--- src/rtl/sd_data_sequencer.sv ---
// SD host DATA-path sequencer: latches a transfer request, steps each block
// through FIFO readiness and the physical layer, and supervises per-phase timeouts.
module sd_data_sequencer #(
  parameter int BLOCKS_W  = 8,
  parameter int TIMEOUT_W = 16
) (
  input  logic                 Clock,
  input  logic                 Reset,
  input  logic                 NewData,
  input  logic                 WriteRead,
  input  logic [BLOCKS_W-1:0]  Blocks,
  input  logic                 MultipleData,
  input  logic                 Timeout_enable,
  input  logic [TIMEOUT_W-1:0] Timeout_reg,
  input  logic                 FIFO_ok,
  input  logic                 Serial_ready,
  input  logic                 Complete,
  output logic                 Send,
  output logic                 Idle,
  output logic                 Timeout,
  output logic                 Data_transfer_complete,
  output logic                 Busy,
  output logic                 Dir,
  output logic [BLOCKS_W-1:0]  Blocks_left
);

  typedef enum logic [2:0] {
    S_IDLE, S_SETUP, S_FIFO_WAIT, S_TRANSFER, S_DONE, S_TOUT
  } state_t;

  state_t               state_q;
  logic                 send_q, idle_q, tout_q, dtc_q, busy_q, dir_q;
  logic                 ten_q;
  logic [TIMEOUT_W-1:0] treg_q;
  logic [TIMEOUT_W-1:0] timer_q;
  logic [BLOCKS_W-1:0]  blocks_left_q;

  logic [TIMEOUT_W-1:0] timer_inc;
  logic                 expired;
  logic                 block_start;

  // The phase lasts exactly treg_q cycles: expiry fires when the timer,
  // cleared on phase entry, reaches treg_q-1 at a clock edge.
  assign timer_inc   = (timer_q == '1) ? timer_q : timer_q + TIMEOUT_W'(1);
  assign expired     = ten_q && (treg_q != '0) && (timer_q == treg_q - TIMEOUT_W'(1));
  // A block starts only when FIFO_ok and Serial_ready are both high at the same edge;
  // neither is a held request, so a one-sided high is simply waited out.
  assign block_start = FIFO_ok && Serial_ready;

  always_ff @(posedge Clock) begin
    if (Reset) begin
      state_q       <= S_IDLE;
      send_q        <= 1'b0;
      idle_q        <= 1'b1;
      tout_q        <= 1'b0;
      dtc_q         <= 1'b0;
      busy_q        <= 1'b0;
      dir_q         <= 1'b0;
      ten_q         <= 1'b0;
      treg_q        <= '0;
      timer_q       <= '0;
      blocks_left_q <= '0;
    end else begin
      send_q <= 1'b0;
      tout_q <= 1'b0;
      dtc_q  <= 1'b0;
      case (state_q)
        S_IDLE: begin
          if (NewData) begin
            dir_q         <= WriteRead;
            ten_q         <= Timeout_enable;
            treg_q        <= Timeout_reg;
            blocks_left_q <= MultipleData ? Blocks : BLOCKS_W'(1);
            busy_q        <= 1'b1;
            state_q       <= S_SETUP;
          end
        end
        S_SETUP: begin
          timer_q <= '0;
          if (blocks_left_q == '0) begin
            dtc_q   <= 1'b1;
            state_q <= S_DONE;
          end else begin
            state_q <= S_FIFO_WAIT;
          end
        end
        S_FIFO_WAIT: begin
          if (block_start) begin
            send_q  <= 1'b1;
            idle_q  <= 1'b0;
            timer_q <= '0;
            state_q <= S_TRANSFER;
          end else if (expired) begin
            tout_q  <= 1'b1;
            state_q <= S_TOUT;
          end else begin
            timer_q <= timer_inc;
          end
        end
        S_TRANSFER: begin
          if (Complete) begin
            blocks_left_q <= blocks_left_q - BLOCKS_W'(1);
            idle_q        <= 1'b1;
            timer_q       <= '0;
            if (blocks_left_q == BLOCKS_W'(1)) begin
              dtc_q   <= 1'b1;
              state_q <= S_DONE;
            end else begin
              state_q <= S_FIFO_WAIT;
            end
          end else if (expired) begin
            idle_q  <= 1'b1;
            tout_q  <= 1'b1;
            state_q <= S_TOUT;
          end else begin
            timer_q <= timer_inc;
          end
        end
        S_DONE, S_TOUT: begin
          busy_q  <= 1'b0;
          state_q <= S_IDLE;
        end
        default: begin
          busy_q  <= 1'b0;
          idle_q  <= 1'b1;
          state_q <= S_IDLE;
        end
      endcase
    end
  end

  assign Send                   = send_q;
  assign Idle                   = idle_q;
  assign Timeout                = tout_q;
  assign Data_transfer_complete = dtc_q;
  assign Busy                   = busy_q;
  assign Dir                    = dir_q;
  assign Blocks_left            = blocks_left_q;

endmodule

--- config.mk ---
export PLATFORM = sky130hd
export DESIGN_NAME = sd_data_sequencer
export DESIGN_NICKNAME = d
export VERILOG_FILES = /design/src/rtl/sd_data_sequencer.sv
export SDC_FILE = /design/constraint.sdc
export NUM_CORES = 1
export LEC_CHECK = 0
export BUFFER_PORTS_ARGS = -buffer_cell sky130_fd_sc_hd__buf_2
export CAP_MARGIN = 20
export CELL_PAD_IN_SITES_DETAIL_PLACEMENT = 1
export CELL_PAD_IN_SITES_GLOBAL_PLACEMENT = 2
export CORE_ASPECT_RATIO = 0.7
export CORE_MARGIN = 5
export CORE_UTILIZATION = 35
export DETAILED_ROUTE_END_ITERATION = 10
export MAX_ROUTING_LAYER = met4
export PLACE_DENSITY = 0.8
export SKIP_CTS_REPAIR_TIMING = 1
export SLEW_MARGIN = 10
export SYNTH_ARGS = -nofsm -noshare
export SYNTH_HDL_FRONTEND = slang
export SYNTH_SLANG_ARGS = --single-unit
--- constraint.sdc ---
create_clock -name Clock -period 5.1 [get_ports Clock]
set_clock_uncertainty 0.05 [all_clocks]
set_input_delay 0.255 -clock Clock [delete_from_list [all_inputs] [get_ports Clock]]
set_output_delay 0.255 -clock Clock [all_outputs]
set_load 0.05 [all_outputs]
==> impl_metrics.py <==
metrics = {
    "run_status": {
        "status": "completed",
    },
    "sta": {
        "worstMarginPinSlew_ns": 1.04,
        "fmax_mhz": 348,
        "slew_violations": 0,
        "hold_viol": 0,
        "grt_setup_unrepaired": "no",
        "slew_headroom_pct": 30.1,
        "setup-tns-final_ns": 0,
        "period_needed_ns": 2.87,
        "whs_ns": 0.134,
        "setup_violations": 0,
        "finalWorstSetupSlack_ns": 2.23,
        "period_share_pct": 56.3,
    },
    "critical_path": {
        "cp.depth": 8,
        "cp_slowest_cell": "or3_4",
        "start_kind": "flop",
        "path_class": "reg -> reg",
        "r2r_cells": 8,
        "arrival_ns": 3.02,
        "critPathMaxStageDelay_ns": 0.42,
        "crit_path_end_kind": "flop",
        "crit_chain": "or3_4, nand2b_1, xnor2_1, o31a_1, a311oi_4, nand3_2, a22o_1, a21o_1",
        "path_max_fanout": 17,
        "path_delay_family": "compound AO/OA/AOI/OAI gates",
        "cp.required_ns": 5.25,
        "critical_path_buf_inv_count": 0,
    },
    "routing": {
        "wl_per_cell_um": 17.0,
        "vias": 3070,
        "drt-initial-drc-count": 188,
        "drc": 0,
        "drt_wl_total_um": 9340,
        "vias_per_cell": 5.57,
        "drtPass1Iterations": 4,
        "antenna_left": 0,
    },
    "power": {
        "p_per_area_nw_per_um2": 351,
        "peakVddDrop_v": 0.000147,
        "p_leak_nw": 1.43,
        "finalPower_w": 0.00126,
    },
    "placement": {
        "post-place-ws_ns": 2.24,
        "place_congestion": 0.795,
        "dp.cells": 543,
        "post-dp-hpwl_um": 6990,
        "portBuffers": 46,
    },
    "global_routing": {
        "grt.overflow.total": 0,
        "grt_use_total_pct": 18.5,
        "antenna_found_initial": 0,
        "grt_max_degree": 39,
        "grt_pass1_wl_um": 15300,
        "grt_pass1_vias": 2965,
    },
    "clock_network": {
        "htreeDepth": 2,
        "cts_tree": "yes",
        "cts_buffer_depth": 2,
        "clk_latency_ns": 0.30,
        "cts-buffers-inserted": 5,
        "clock_tree.root_cell": "clkbuf_16",
        "clock-sinks": 50,
        "cts.clk_slew.worst_paths_ns": 0.07,
    },
    "floorplanning": {
        "fp.dieH_um": 88.7,
        "dieArea_um2": 10900,
        "ios": 47,
        "row_count": 28,
        "die_w_um": 122,
        "core_area_um2": 8550,
        "floorplan.initialDensity_pct": 36.2,
    },
    "logic_synthesis": {
        "ys.flop_type": "dfxtp_1",
        "syn_inst": 401,
        "postSynthAreaPerCell_um2": 7.72,
        "synth-edff-count": 0,
        "synth.yosys.warnings": 0,
        "yosys-top-cells-area": "dfxtp_1, nand2_1, a21oi_1",
        "yosysSeqAreaShare_pct": 32.3,
        "synth.most_common_cell": "nand2_1",
        "synth_area_leader_cell": "dfxtp_1",
        "ys_types": 62,
        "async_reset_ff_share_pct": 0,
        "ys_seq_elements": 50,
        "synth_common_cells": "nand2_1, dfxtp_1, a21oi_1",
        "synth_nets": 439,
        "synth_area_um2": 3100,
        "synth_top_area_share_pct": 32.3,
    },
    "run": {
        "timing.max_cap.violations": 0,
    },
    "finish": {
        "nNetsFinal": 468,
        "seq_area_um2": 1000,
        "instances_no_fill": 551,
        "multi_input_area_um2": 1960,
        "area_growth_pct": 15.7,
        "diodes": 0,
        "fillers": 1091,
        "drive_above_1_share_pct": 15.8,
    },
    "min_path": {
        "hold_depth": 3,
        "hold_path.class": "in -> reg",
    },
}
-- placed cells by master, fill, tap and decap left out, types with 8 or more instances in the layout --
master,Yosys,routed
a21oi_1,35,35
a31oi_1,8,8
and3_1,10,10
buf_2,2,46
dfxtp_1,50,50
inv_1,10,10
nand2_1,64,64
nand3_1,13,13
nor2_1,27,27
nor3_1,20,20
o21ai_0,14,14
xnor2_1,12,12
xor2_1,10,10
-- power breakdown --
part	switching, W	total [W]	leakage, nW	internal [W]
sequential	0.0000415	0.000459	0.407	0.000417
clock	0.000158	0.000453	0.0971	0.000295
combinational	0.000221	0.000344	0.929	0.000123
-- worst reg2reg max path, delay by kind of cell, from the launching register on --
family,cells,cell delay [ns]
flops,1,0.40
simple gates,3,1.02
xor+xnor,1,0.16
compound gates,4,1.15
-- final cells by class --
type | instances | area share, %
clock buffers | 6 | 3.88
clock inverters | 2 | 1.68
inverters | 10 | 1.05
multi-input cells | 316 | 54.6
flip-flops and latches | 50 | 27.9
well taps | 120 | 4.19
repair buffers | 47 | 6.64
-- kinds of logic after synthesis --
family,after synthesis,share of synthesized area (%)
AO/OA/AOI/OAI,100,22.0
XOR/XNOR,22,6.22
adder cells (fa/ha/maj),5,2.02
buffers and inverters,35,4.69
flip-flops,50,32.3
multiplexers,2,0.646
AND/OR/NAND/NOR,187,32.1
-- layer usage --
layer  GRT usage [%]  up-vias  wire [um]  share of wire (%)
met4            4.88        0         87               0.93
met1            26.2     1494       4950                 53
met2            26.8       48       3910                 42
met3            3.45        8        390                4.2
met5               -        -          0                  0
li1                -     1520          -                  -
-- stage by stage --
step / util, % / cell area [um^2]
4_1_cts: 41.9 / 3580
3_3_place_gp: 39.6 / 3380
3_5_place_dp: 39.6 / 3380
2_1_floorplan: - / 3100
6_report: 41.9 / 3580
5_1_grt: 41.9 / 3580
-- worst paths after layout --
check                         startpoint  slack (ns)                 endpoint
hold / removal           Timeout_reg[12]        0.13  treg_q[12]$_SDFFE_PP0P_
setup / recovery  treg_q[7]$_SDFFE_PP0P_        2.23  timer_q[8]$_SDFFE_PP0P_
hold reg to reg         Dir$_SDFFE_PP0P_        0.41         Dir$_SDFFE_PP0P_
setup reg to reg  treg_q[7]$_SDFFE_PP0P_        2.23  timer_q[8]$_SDFFE_PP0P_
Note: power is estimated with default switching activity, not from simulation.
